File: src/rtl/alu_pkg.sv
// Shared types and constants for the ALU control stage: function-select codes,
// branch-condition encodings, RV32I opcodes, immediate formats and the output payload.
package alu_pkg;

   localparam int unsigned ALU_W = 32;
   localparam int unsigned DNT_W = 4;
   localparam int unsigned RD_W  = 5;
   localparam int unsigned DAL_W = 2;

   localparam logic [DNT_W-1:0] ALU_ADD = 4'b0000;
   localparam logic [DNT_W-1:0] ALU_SUB = 4'b0001;
   localparam logic [DNT_W-1:0] ALU_AND = 4'b0010;
   localparam logic [DNT_W-1:0] ALU_XOR = 4'b0011;
   localparam logic [DNT_W-1:0] ALU_SLT = 4'b0100;
   localparam logic [DNT_W-1:0] ALU_SGE = 4'b0101;
   localparam logic [DNT_W-1:0] ALU_GEU = 4'b0110;
   localparam logic [DNT_W-1:0] ALU_LTU = 4'b0111;
   localparam logic [DNT_W-1:0] ALU_LUI = 4'b1000;
   localparam logic [DNT_W-1:0] ALU_OR  = 4'b1010;
   localparam logic [DNT_W-1:0] ALU_SLL = 4'b1011;
   localparam logic [DNT_W-1:0] ALU_SRL = 4'b1100;
   localparam logic [DNT_W-1:0] ALU_SRA = 4'b1101;

   // Branch taken when the ALU's esit_mi equals 00 / 01, or always
   localparam logic [DAL_W-1:0] DAL_YOK      = 2'b00;
   localparam logic [DAL_W-1:0] DAL_KOSUL0   = 2'b01;
   localparam logic [DAL_W-1:0] DAL_KOSUL1   = 2'b10;
   localparam logic [DAL_W-1:0] DAL_KOSULSUZ = 2'b11;

   localparam logic [6:0] OPC_OP     = 7'b0110011;
   localparam logic [6:0] OPC_OPIMM  = 7'b0010011;
   localparam logic [6:0] OPC_LUI    = 7'b0110111;
   localparam logic [6:0] OPC_AUIPC  = 7'b0010111;
   localparam logic [6:0] OPC_LOAD   = 7'b0000011;
   localparam logic [6:0] OPC_STORE  = 7'b0100011;
   localparam logic [6:0] OPC_JAL    = 7'b1101111;
   localparam logic [6:0] OPC_JALR   = 7'b1100111;
   localparam logic [6:0] OPC_BRANCH = 7'b1100011;

   typedef enum logic [2:0] {
      IMM_YOK,
      IMM_I,
      IMM_S,
      IMM_U,
      IMM_UL,
      IMM_J
   } imm_bicim_e;

   typedef enum logic {
      BOS  = 1'b0,
      DOLU = 1'b1
   } durum_e;

   typedef struct packed {
      logic [ALU_W-1:0] a;
      logic [ALU_W-1:0] b;
      logic [DNT_W-1:0] alu_dnt;
      logic [RD_W-1:0]  rd;
      logic             yazma_en;
      logic             bellek_oku;
      logic             bellek_yaz;
      logic [DAL_W-1:0] dallanma;
      logic             gecersiz;
   } cikis_t;

   // IMM_UL keeps the LUI literal right-aligned; the ALU applies the <<12 itself
   function automatic logic [ALU_W-1:0] imm_uret(input imm_bicim_e bicim, input logic [31:7] k);
      logic [ALU_W-1:0] imm;
      case (bicim)
         IMM_I:   imm = {{20{k[31]}}, k[31:20]};
         IMM_S:   imm = {{20{k[31]}}, k[31:25], k[11:7]};
         IMM_U:   imm = {k[31:12], 12'b0};
         IMM_UL:  imm = {12'b0, k[31:12]};
         IMM_J:   imm = {{11{k[31]}}, k[31], k[19:12], k[20], k[30:21], 1'b0};
         default: imm = '0;
      endcase
      return imm;
   endfunction

   function automatic logic [DNT_W-1:0] f3_dnt(input logic [2:0] f3, input logic alt);
      logic [DNT_W-1:0] kod;
      case (f3)
         3'b000:  kod = alt ? ALU_SUB : ALU_ADD;
         3'b001:  kod = ALU_SLL;
         3'b010:  kod = ALU_SLT;
         3'b011:  kod = ALU_LTU;
         3'b100:  kod = ALU_XOR;
         3'b101:  kod = alt ? ALU_SRA : ALU_SRL;
         3'b110:  kod = ALU_OR;
         default: kod = ALU_AND;
      endcase
      return kod;
   endfunction

endpackage

File: src/rtl/buyruk_cozucu.sv
// Combinational RV32I decode: ALU operands, function select and
// writeback/memory/branch control for one instruction.
module buyruk_cozucu
   import alu_pkg::*;
(
   input  logic [ALU_W-1:0] buyruk_i,
   input  logic [ALU_W-1:0] pc_i,
   input  logic [ALU_W-1:0] rs1_i,
   input  logic [ALU_W-1:0] rs2_i,
   output cikis_t           cozulen_c_o
);

   logic [6:0] opcode;
   logic [2:0] f3;
   logic [6:0] f7;

   assign opcode = buyruk_i[6:0];
   assign f3     = buyruk_i[14:12];
   assign f7     = buyruk_i[31:25];

   cikis_t     c;
   imm_bicim_e bicim;
   logic       yaz;
   logic       hata;

   always_comb begin
      c     = '0;
      c.a   = rs1_i;
      c.b   = rs2_i;
      bicim = IMM_YOK;
      yaz   = 1'b0;
      hata  = 1'b0;

      case (opcode)
         OPC_OP: begin
            yaz       = 1'b1;
            c.alu_dnt = f3_dnt(f3, f7[5]);
            if (!((f7 == 7'b0000000) ||
                  ((f7 == 7'b0100000) && ((f3 == 3'b000) || (f3 == 3'b101)))))
               hata = 1'b1;
         end
         OPC_OPIMM: begin
            yaz       = 1'b1;
            bicim     = IMM_I;
            // Only the right shift uses bit 30 as a variant select
            c.alu_dnt = f3_dnt(f3, f7[5] && (f3 == 3'b101));
         end
         OPC_LUI: begin
            yaz       = 1'b1;
            bicim     = IMM_UL;
            c.a       = '0;
            c.alu_dnt = ALU_LUI;
         end
         OPC_AUIPC: begin
            yaz   = 1'b1;
            bicim = IMM_U;
            c.a   = pc_i;
         end
         OPC_LOAD: begin
            yaz          = 1'b1;
            bicim        = IMM_I;
            c.bellek_oku = 1'b1;
         end
         OPC_STORE: begin
            bicim        = IMM_S;
            c.bellek_yaz = 1'b1;
         end
         OPC_JAL: begin
            yaz        = 1'b1;
            bicim      = IMM_J;
            c.a        = pc_i;
            c.dallanma = DAL_KOSULSUZ;
         end
         OPC_JALR: begin
            yaz        = 1'b1;
            bicim      = IMM_I;
            c.dallanma = DAL_KOSULSUZ;
         end
         OPC_BRANCH: begin
            case (f3)
               3'b000:  begin c.alu_dnt = ALU_SUB; c.dallanma = DAL_KOSUL0; end
               3'b001:  begin c.alu_dnt = ALU_SUB; c.dallanma = DAL_KOSUL1; end
               3'b100:  begin c.alu_dnt = ALU_SLT; c.dallanma = DAL_KOSUL1; end
               3'b101:  begin c.alu_dnt = ALU_SGE; c.dallanma = DAL_KOSUL1; end
               3'b110:  begin c.alu_dnt = ALU_LTU; c.dallanma = DAL_KOSUL1; end
               3'b111:  begin c.alu_dnt = ALU_GEU; c.dallanma = DAL_KOSUL1; end
               default: hata = 1'b1;
            endcase
         end
         default: hata = 1'b1;
      endcase

      if (bicim != IMM_YOK)
         c.b = imm_uret(bicim, buyruk_i[31:7]);

      // Shift amount is 5 bits for both register and immediate forms
      if (c.alu_dnt inside {ALU_SLL, ALU_SRL, ALU_SRA})
         c.b = ALU_W'(c.b[4:0]);

      if (yaz) begin
         c.rd       = buyruk_i[11:7];
         c.yazma_en = (buyruk_i[11:7] != 5'd0);
      end

      if (hata) begin
         c          = '0;
         c.gecersiz = 1'b1;
      end
   end

   assign cozulen_c_o = c;

endmodule

File: src/rtl/alu_denetim_birimi.sv
// Registered decode/issue stage in front of the ALU with valid/ready on both sides.
// Define ALU_SKID_EN for a one-entry skid buffer and a registered giris_hazir.
module alu_denetim_birimi
   import alu_pkg::*;
#(
   parameter int unsigned VERI_W     = 32,
   parameter int unsigned SIFIRLA_PC = 0
) (
   input  logic              clk,
   input  logic              rst,
   input  logic              giris_gecerli,
   output logic              giris_hazir,
   input  logic [VERI_W-1:0] buyruk,
   input  logic [VERI_W-1:0] pc,
   input  logic [VERI_W-1:0] rs1_deger,
   input  logic [VERI_W-1:0] rs2_deger,
   input  logic              temizle,
   output logic              cikis_gecerli,
   input  logic              cikis_hazir,
   output logic [VERI_W-1:0] a,
   output logic [VERI_W-1:0] b,
   output logic [3:0]        alu_dnt,
   output logic [4:0]        rd,
   output logic              yazma_en,
   output logic              bellek_oku,
   output logic              bellek_yaz,
   output logic [1:0]        dallanma,
   output logic              gecersiz
);

   cikis_t cozulen;
   cikis_t cikis_q, cikis_d;
   durum_e durum_q, durum_d;
   logic   kabul;

   buyruk_cozucu u_cozucu (
      .buyruk_i    (buyruk),
      .pc_i        (pc),
      .rs1_i       (rs1_deger),
      .rs2_i       (rs2_deger),
      .cozulen_c_o (cozulen)
   );

`ifdef ALU_SKID_EN
   cikis_t skid_q, skid_d;
   logic   skid_dolu_q, skid_dolu_d;

   assign giris_hazir = !skid_dolu_q;
`else
   assign giris_hazir = (durum_q == BOS) || cikis_hazir;
`endif

   assign kabul = giris_gecerli && giris_hazir;

   // State and payload registers; rst outranks temizle
   always_ff @(posedge clk) begin
      if (rst) begin
         durum_q   <= BOS;
         cikis_q   <= '0;
         // Reserved parameter, fixed at 0, so a still resets to 0
         cikis_q.a <= ALU_W'(SIFIRLA_PC);
`ifdef ALU_SKID_EN
         skid_q      <= '0;
         skid_dolu_q <= 1'b0;
`endif
      end else begin
         durum_q <= durum_d;
         cikis_q <= cikis_d;
`ifdef ALU_SKID_EN
         skid_q      <= skid_d;
         skid_dolu_q <= skid_dolu_d;
`endif
      end
   end

   // Next state: flush drops everything including a same-cycle accept
   always_comb begin
      durum_d = durum_q;
      cikis_d = cikis_q;
`ifdef ALU_SKID_EN
      skid_d      = skid_q;
      skid_dolu_d = skid_dolu_q;
`endif
      if (temizle) begin
         durum_d = BOS;
`ifdef ALU_SKID_EN
         skid_dolu_d = 1'b0;
`endif
      end else begin
         case (durum_q)
            BOS: begin
               if (kabul) begin
                  cikis_d = cozulen;
                  durum_d = DOLU;
               end
            end
            DOLU: begin
               if (cikis_hazir) begin
`ifdef ALU_SKID_EN
                  if (skid_dolu_q) begin
                     cikis_d     = skid_q;
                     skid_dolu_d = 1'b0;
                  end else
`endif
                  if (kabul)
                     cikis_d = cozulen;
                  else
                     durum_d = BOS;
               end else begin
`ifdef ALU_SKID_EN
                  if (kabul) begin
                     skid_d      = cozulen;
                     skid_dolu_d = 1'b1;
                  end
`endif
               end
            end
            default: durum_d = BOS;
         endcase
      end
   end

   assign cikis_gecerli = (durum_q == DOLU);
   assign a             = cikis_q.a;
   assign b             = cikis_q.b;
   assign alu_dnt       = cikis_q.alu_dnt;
   assign rd            = cikis_q.rd;
   assign yazma_en      = cikis_q.yazma_en;
   assign bellek_oku    = cikis_q.bellek_oku;
   assign bellek_yaz    = cikis_q.bellek_yaz;
   assign dallanma      = cikis_q.dallanma;
   assign gecersiz      = cikis_q.gecersiz;

endmodule

File: config.mk
export PLATFORM = sky130hd
export DESIGN_NAME = alu_denetim_birimi
export DESIGN_NICKNAME = d
export VERILOG_FILES = /design/src/rtl/alu_pkg.sv /design/src/rtl/buyruk_cozucu.sv /design/src/rtl/alu_denetim_birimi.sv
export SDC_FILE = /design/constraint.sdc
export NUM_CORES = 1
export LEC_CHECK = 0
export BUFFER_PORTS_ARGS = -buffer_cell sky130_fd_sc_hd__buf_2
export CAP_MARGIN = 30
export CORE_MARGIN = 4
export CORE_UTILIZATION = 48
export CTS_BUF_LIST = sky130_fd_sc_hd__clkbuf_8
export DETAILED_ROUTE_END_ITERATION = 7
export PLACE_DENSITY = 0.9
export REMOVE_ABC_BUFFERS = 1
export SLEW_MARGIN = 20
export SYNTH_ARGS = -nofsm -noshare
export SYNTH_HDL_FRONTEND = slang
export SYNTH_SLANG_ARGS = --single-unit
File: constraint.sdc
create_clock -name clk -period 2.7 [get_ports clk]
set_input_delay 0.81 -clock clk [delete_from_list [all_inputs] [get_ports clk]]
set_output_delay 0.81 -clock clk [all_outputs]
set_load 0.01 [all_outputs]
; ---- Yosys cells after proc, flatten, opt, wreduce, memory -nomap -nowiden
; Index checks and enable logic that the tools add are counted.
; Widths: inputs -> output; s select.
[word_totals]
register_bits = 80
latchBits = 0
ramBits = 0
mem_bits_ro = 0
inputBits = 133
out_inout_bits = 81
wordCells = 88
mem_count = 0
[classes]
n_addsub = 0
multipliers = 0
n_div = 0
n_lt_le_gt_ge = 0
eq_ne = 26
n_shift = 0
muxes = 29
n_bitwise = 2
n_reduce_logical = 21
[op_table]
columns = operator, count
row1 = $mux 79, 3
row2 = $pmux 32 s5, 1
row3 = $pmux 79 s2, 1
row4 = $mux 32, 2
row5 = $pmux 32 s2, 1
row6 = $pmux 4 s7, 2
row7 = $pmux 3 s5, 2
row8 = $eq 7x6->1 const B, 4
row9 = $eq 7x7->1 const B, 3
row10 = $eq 3x3->1 const B, 6
row11 = $pmux 4 s4, 1
row12 = $eq 7x5->1 const B, 2
row13 = $reduce_or 7->1, 2
row14 = $eq 3x2->1 const B, 4
row15 = $eq 4x4->1 const B, 3
row16 = $mux 1, 11
row17 = $pmux 2 s2, 2
row18 = $reduce_or 2->1, 4
row19 = $eq 7x2->1 const B, 1
row20 = $logic_not 7->1, 1
row21 = $eq 3x1->1 const B, 2
row22 = $mux 6, 1
row23 = $reduce_bool 3->1, 2
row24 = $reduce_or 6->1, 1
row25 = other kinds (11), 16

; ---- Depth between registers and ports, before layout
[logic_depth]
depth_word = 12
mapped_depth = 8
ltp_nobuf = 5

; ---- Cells and area by module
; A second synthesis with hierarchy kept.
[hier_totals]
hier_cells = 629
area_unflattened_um2 = 5388.9
[by_module_without_submodules]
columns = mod, instances, cells_per_inst, area_each_um2, seq_area_each_um2
row1 = alu_denetim_birimi, 1, 348, 3563.4, 1601.5
row2 = buyruk_cozucu, 1, 281, 1825.5, 0.0

; ---- Worst setup path before layout
; No wires, ideal clock.
[synth_timing]
kind = in2reg
start = in buyruk[2]
end = reg cikis_q (netlist bit b[22])
setup_ps = 141
arrival_time_ps = 2260
t_required_ps = 2559
path_slack_ps = 299
stages = 7
n_path_buf = 2
path_cell_list = buf_2 nand4bb_4 a211oi_2 nor2_1 o31ai_4 buf_6 o41ai_2
[synth_between]
elab_chain_cells = 11
elab_cells_between_ends = 31
cone_classes = eq/ne: 17 / mux: 10 / reduce/logical: 4
[synth_lines]
columns = element, line_no
row1 = "start, declared", alu_denetim_birimi.sv:13  ; input logic [VERI_W-1:0] buyruk,
row2 = "$eq 7x5->1, or another cell as far along", buyruk_cozucu.sv:34  ; case (opcode)
row3 = $reduce_or 3->1 (no source line), n/a
row4 = $pmux 3 s5, buyruk_cozucu.sv:34
row5 = "$eq 3x3->1, or another cell as far along", alu_pkg.sv:69  ; case (bicim)
row6 = $pmux 32 s5, alu_pkg.sv:69
row7 = $mux 32, buyruk_cozucu.sv:93  ; if (bicim != IMM_YOK)
row8 = $mux 32, buyruk_cozucu.sv:97  ; if (c.alu_dnt inside {ALU_SLL, ALU_SRL, ALU_SRA})
row9 = $mux 79 *, buyruk_cozucu.sv:105  ; if (hata) begin
row10 = $mux 79 *, "alu_denetim_birimi.sv:92, alu_denetim_birimi.sv:105"
row11 = $mux 79, alu_denetim_birimi.sv:98  ; if (cikis_hazir) begin
row12 = $pmux 79 s2 *, alu_denetim_birimi.sv:90  ; case (durum_q)
row13 = "end signal, assigned", alu_denetim_birimi.sv:68  ; cikis_q <= cikis_d;
row14 = "end, declared", alu_denetim_birimi.sv:32  ; cikis_t cikis_q, cikis_d;
; Every way passes the cells marked *; elsewhere a longest branch is shown, timed or not. The select of a mux whose other input is x is not followed.
; A chain may end at the register's enable or synchronous reset.

; ---- Worst setup path in the final report
[layout_timing]
start = in buyruk[5]
end = reg, netlist name a[31]
[layout_between]
elab_chain_cells = 7
elab_cells_between_ends = 17
cone_classes = eq/ne: 9 / mux: 6 / reduce/logical: 2
[layout_lines]
columns = element, line_no
row1 = "$eq 7x5->1, or another cell as far along", buyruk_cozucu.sv:34
row2 = $reduce_or 7->1 (no source line) / $reduce_or 2->1 (equally long branches), n/a
row3 = $pmux 1 s3 / $pmux 32 s2 (equally long branches), buyruk_cozucu.sv:34
row4 = $mux 79 *, buyruk_cozucu.sv:105
row5 = $mux 79 *, "alu_denetim_birimi.sv:92, alu_denetim_birimi.sv:105"
row6 = $mux 79, alu_denetim_birimi.sv:98
row7 = $pmux 79 s2 *, alu_denetim_birimi.sv:90
; Marks and branches as above.

==> flow_summary_export.csv <==
group,metric,value,unit
finish,finish.utilization,66.2,%
sta,rsz0062_at_grt,"false",
critical_path,reg2reg_depth,6,
detailed_routing,ant_nets,0,
global_route,overflow,0,
sta,worst_pin_slew,0.723,ns
sta,skew,0.00824,ns
finish,final_cell_mix,"buf_2 (213), dfxtp_1 (80), nor2_1 (44), a22o_1 (43), nand2_1 (42)",
place,io_buffers,213,
sta,fmax,430,MHz
finish,nFillCells,739,
floorplan,io_pins,214,
synthesis,synth-edff-count,0,
power_and_ir_drop,p_leak,2.71,nW
synthesis,yosysUniqueCellTypes,63,
floorplan,die-area,10700,um2
synthesis,synth-seq-cells,80,
critical_path,worstSetupStartpointType,"input port",
cts,cts_setup_buffers,0,
finish,drive_gt1_share,41.2,%
cts,cts_htree_levels,3,
sta,relSlewSlack,51.5,%
global_route,antenna_found_initial,0,
sta,min_period,2.32,ns
detailed_routing,viasPerCell,6.45,
cts,cts_made_buffers,9,
place,gp_routability_congestion,0.966,
cts,cts.reportedPaths.clkPinSlew,0.09,ns
synthesis,ys_warn_count,0,
global_route,grt_usage,28.0,%
finish,syn_to_final_growth,32.7,%
detailed_routing,drt_iter0_drc,389,
place,dp.final_hpwl,11600,um
synthesis,ys_async_sr_fraction,0,%
cts,cts_tree,"done",
floorplan,die_y,104,um
floorplan,rows,34,
power_and_ir_drop,powerDensity,442,nW/um2
job,maxCapViolations,0,
cts,clock-sinks,80,
finish,antenna-diode-count,0,
finish,seq_area,1600,um2
finish,final_common_cell,"buf_2",
cts,clk_latency,0.34,ns
power_and_ir_drop,p_total,0.00258,W
sta,finalCritPeriodShare,86.1,%
run_status,status,"complete, no violations",
critical_path,crit_type,"in2reg",
sta,slew_viol_final,0,
critical_path,required,2.97,ns
cts,cts-root-buf,"clkbuf_8",
critical_path,end_kind,"register",
floorplan,die_w,104,um
finish,fin_nets,814,
global_route,first_global_vias,5139,
cts,holdBufCountCts,0,
cts,clk_path_buf_depth,2,
synthesis,yosys_most_used_dff,"dfxtp_1",
detailed_routing,num_vias,5106,
finish,multi_input_area,2540,um2
detailed_routing,wl,15800,um
floorplan,fp.coreArea,8810,um2
global_route,grt_first_pass_wirelength,25300,um
critical_path,crit_fanout,32,
detailed_routing,detail_route.wl_per_cell,19.9,um
synthesis,netlist_instances,484,
detailed_routing,drc,0,
place,preCtsSetupSlack,0.0433,ns
sta,setup_viol,0,
synthesis,seq_area_frac_synth,36.5,%
critical_path,worstPathArrival,2.59,ns
floorplan,initial_core_util,49.9,%
power_and_ir_drop,irDropWorstVdd,0.000258,V
hold_path,whs_path_depth,2,
synthesis,netlist_area,4390,um2
sta,worst_slack,0.375,ns
global_route,grt_max_degree,40,
detailed_routing,first_pass_iters,7,
hold_path,hold_path_class,"reg2reg",
sta,finalHoldViolCount,0,
synthesis,avgSynthCellArea,9.07,um2
cts,cts_resized,0,
-- sequential cells by signal, summed over array words and instances, names as in the netlist --
| register | cells |
|---|---|
| a | 32 |
| alu_dnt | 4 |
| b | 32 |
| bellek_oku | 1 |
| bellek_yaz | 1 |
| cikis_gecerli | 1 |
| dallanma | 2 |
| gecersiz | 1 |
| rd | 5 |
| yazma_en | 1 |
-- through the flow --
step / setup TNS, ns / cell area, um2 / std cells / hold WS [ns]
detailed placement: 0 / 5600 / 778 / 0.444
global placement: 0 / 5600 / 778 / 0.428
global route: 0 / 5830 / 792 / 0.471
CTS: 0 / 5830 / 792 / 0.462
floorplan: -21.95 / 4140 / 428 / 0.470
finish: 0 / 5830 / 792 / 0.459
-- layout make-up --
cell class                 count  share of cell area, %
inverter                       5                  0.322
timing repair buffer         242                   22.5
clock inverter                 5                   1.70
multi-input combinational    343                   43.6
tap                          108                   2.32
clock buffer                   9                   2.13
sequential                    80                   27.5
-- critical path, stage by stage --
cell     delay [ns]
buf_2          0.15
or4b_1         0.59
a21oi_4        0.39
buf_12         0.24
a22o_1         0.17
a32oi_1        0.09
nor2_1         0.13
-- final timing paths --
path	end	slack [ns]	from
worst min-delay path	b[31]	0.46	b[31]
worst max-delay path	a[31]	0.38	buyruk[5]
worst max register to register	a[31]	1.01	cikis_gecerli
worst min register to register	b[31]	0.46	b[31]
-- routing by layer --
layer	up-vias	share of wire [%]	GRT usage, %
met5	-	0	0
met4	0	2.2	9.50
met3	33	12	7.52
met2	348	46	46.9
met1	2400	40	34.9
li1	2325	-	-
-- logic make-up after synthesis --
kind of cell           after synthesis  synth area share [%]
AO/OA/AOI/OAI                      212                  42.3
AND/OR/NAND/NOR                    130                  14.9
flip-flops                          80                  36.5
buffers and inverters               61                  6.07
XOR/XNOR                             1                 0.200
-- synth_stat cells, types with 5 or more instances --
cell,count,area [um2]
inv_1,5,18.8
a211oi_1,11,82.6
a21boi_0,8,60.1
nand3b_1,5,37.5
a222oi_1,11,110
nand2b_1,7,43.8
a221oi_1,17,149
o41ai_1,5,43.8
dfxtp_1,80,1600
a21oi_1,13,65.1
o41ai_2,13,211
nand2_1,43,161
a22o_1,43,377
a32oi_1,36,315
clkbuf_1,38,143
o21ai_0,13,65.1
o31ai_1,6,45.0
a31o_1,7,61.3
nor2_1,44,165
buf_2,12,60.1
-- report_power, final --
group	leakage, nW	internal [W]	switching [W]
Sequential	0.645	0.00119	0.00000360
Clock	0.116	0.000600	0.000421
Combinational	1.95	0.000160	0.000205
Total	2.71	0.00195	0.000629
Note: power is estimated with default switching activity, not from simulation.
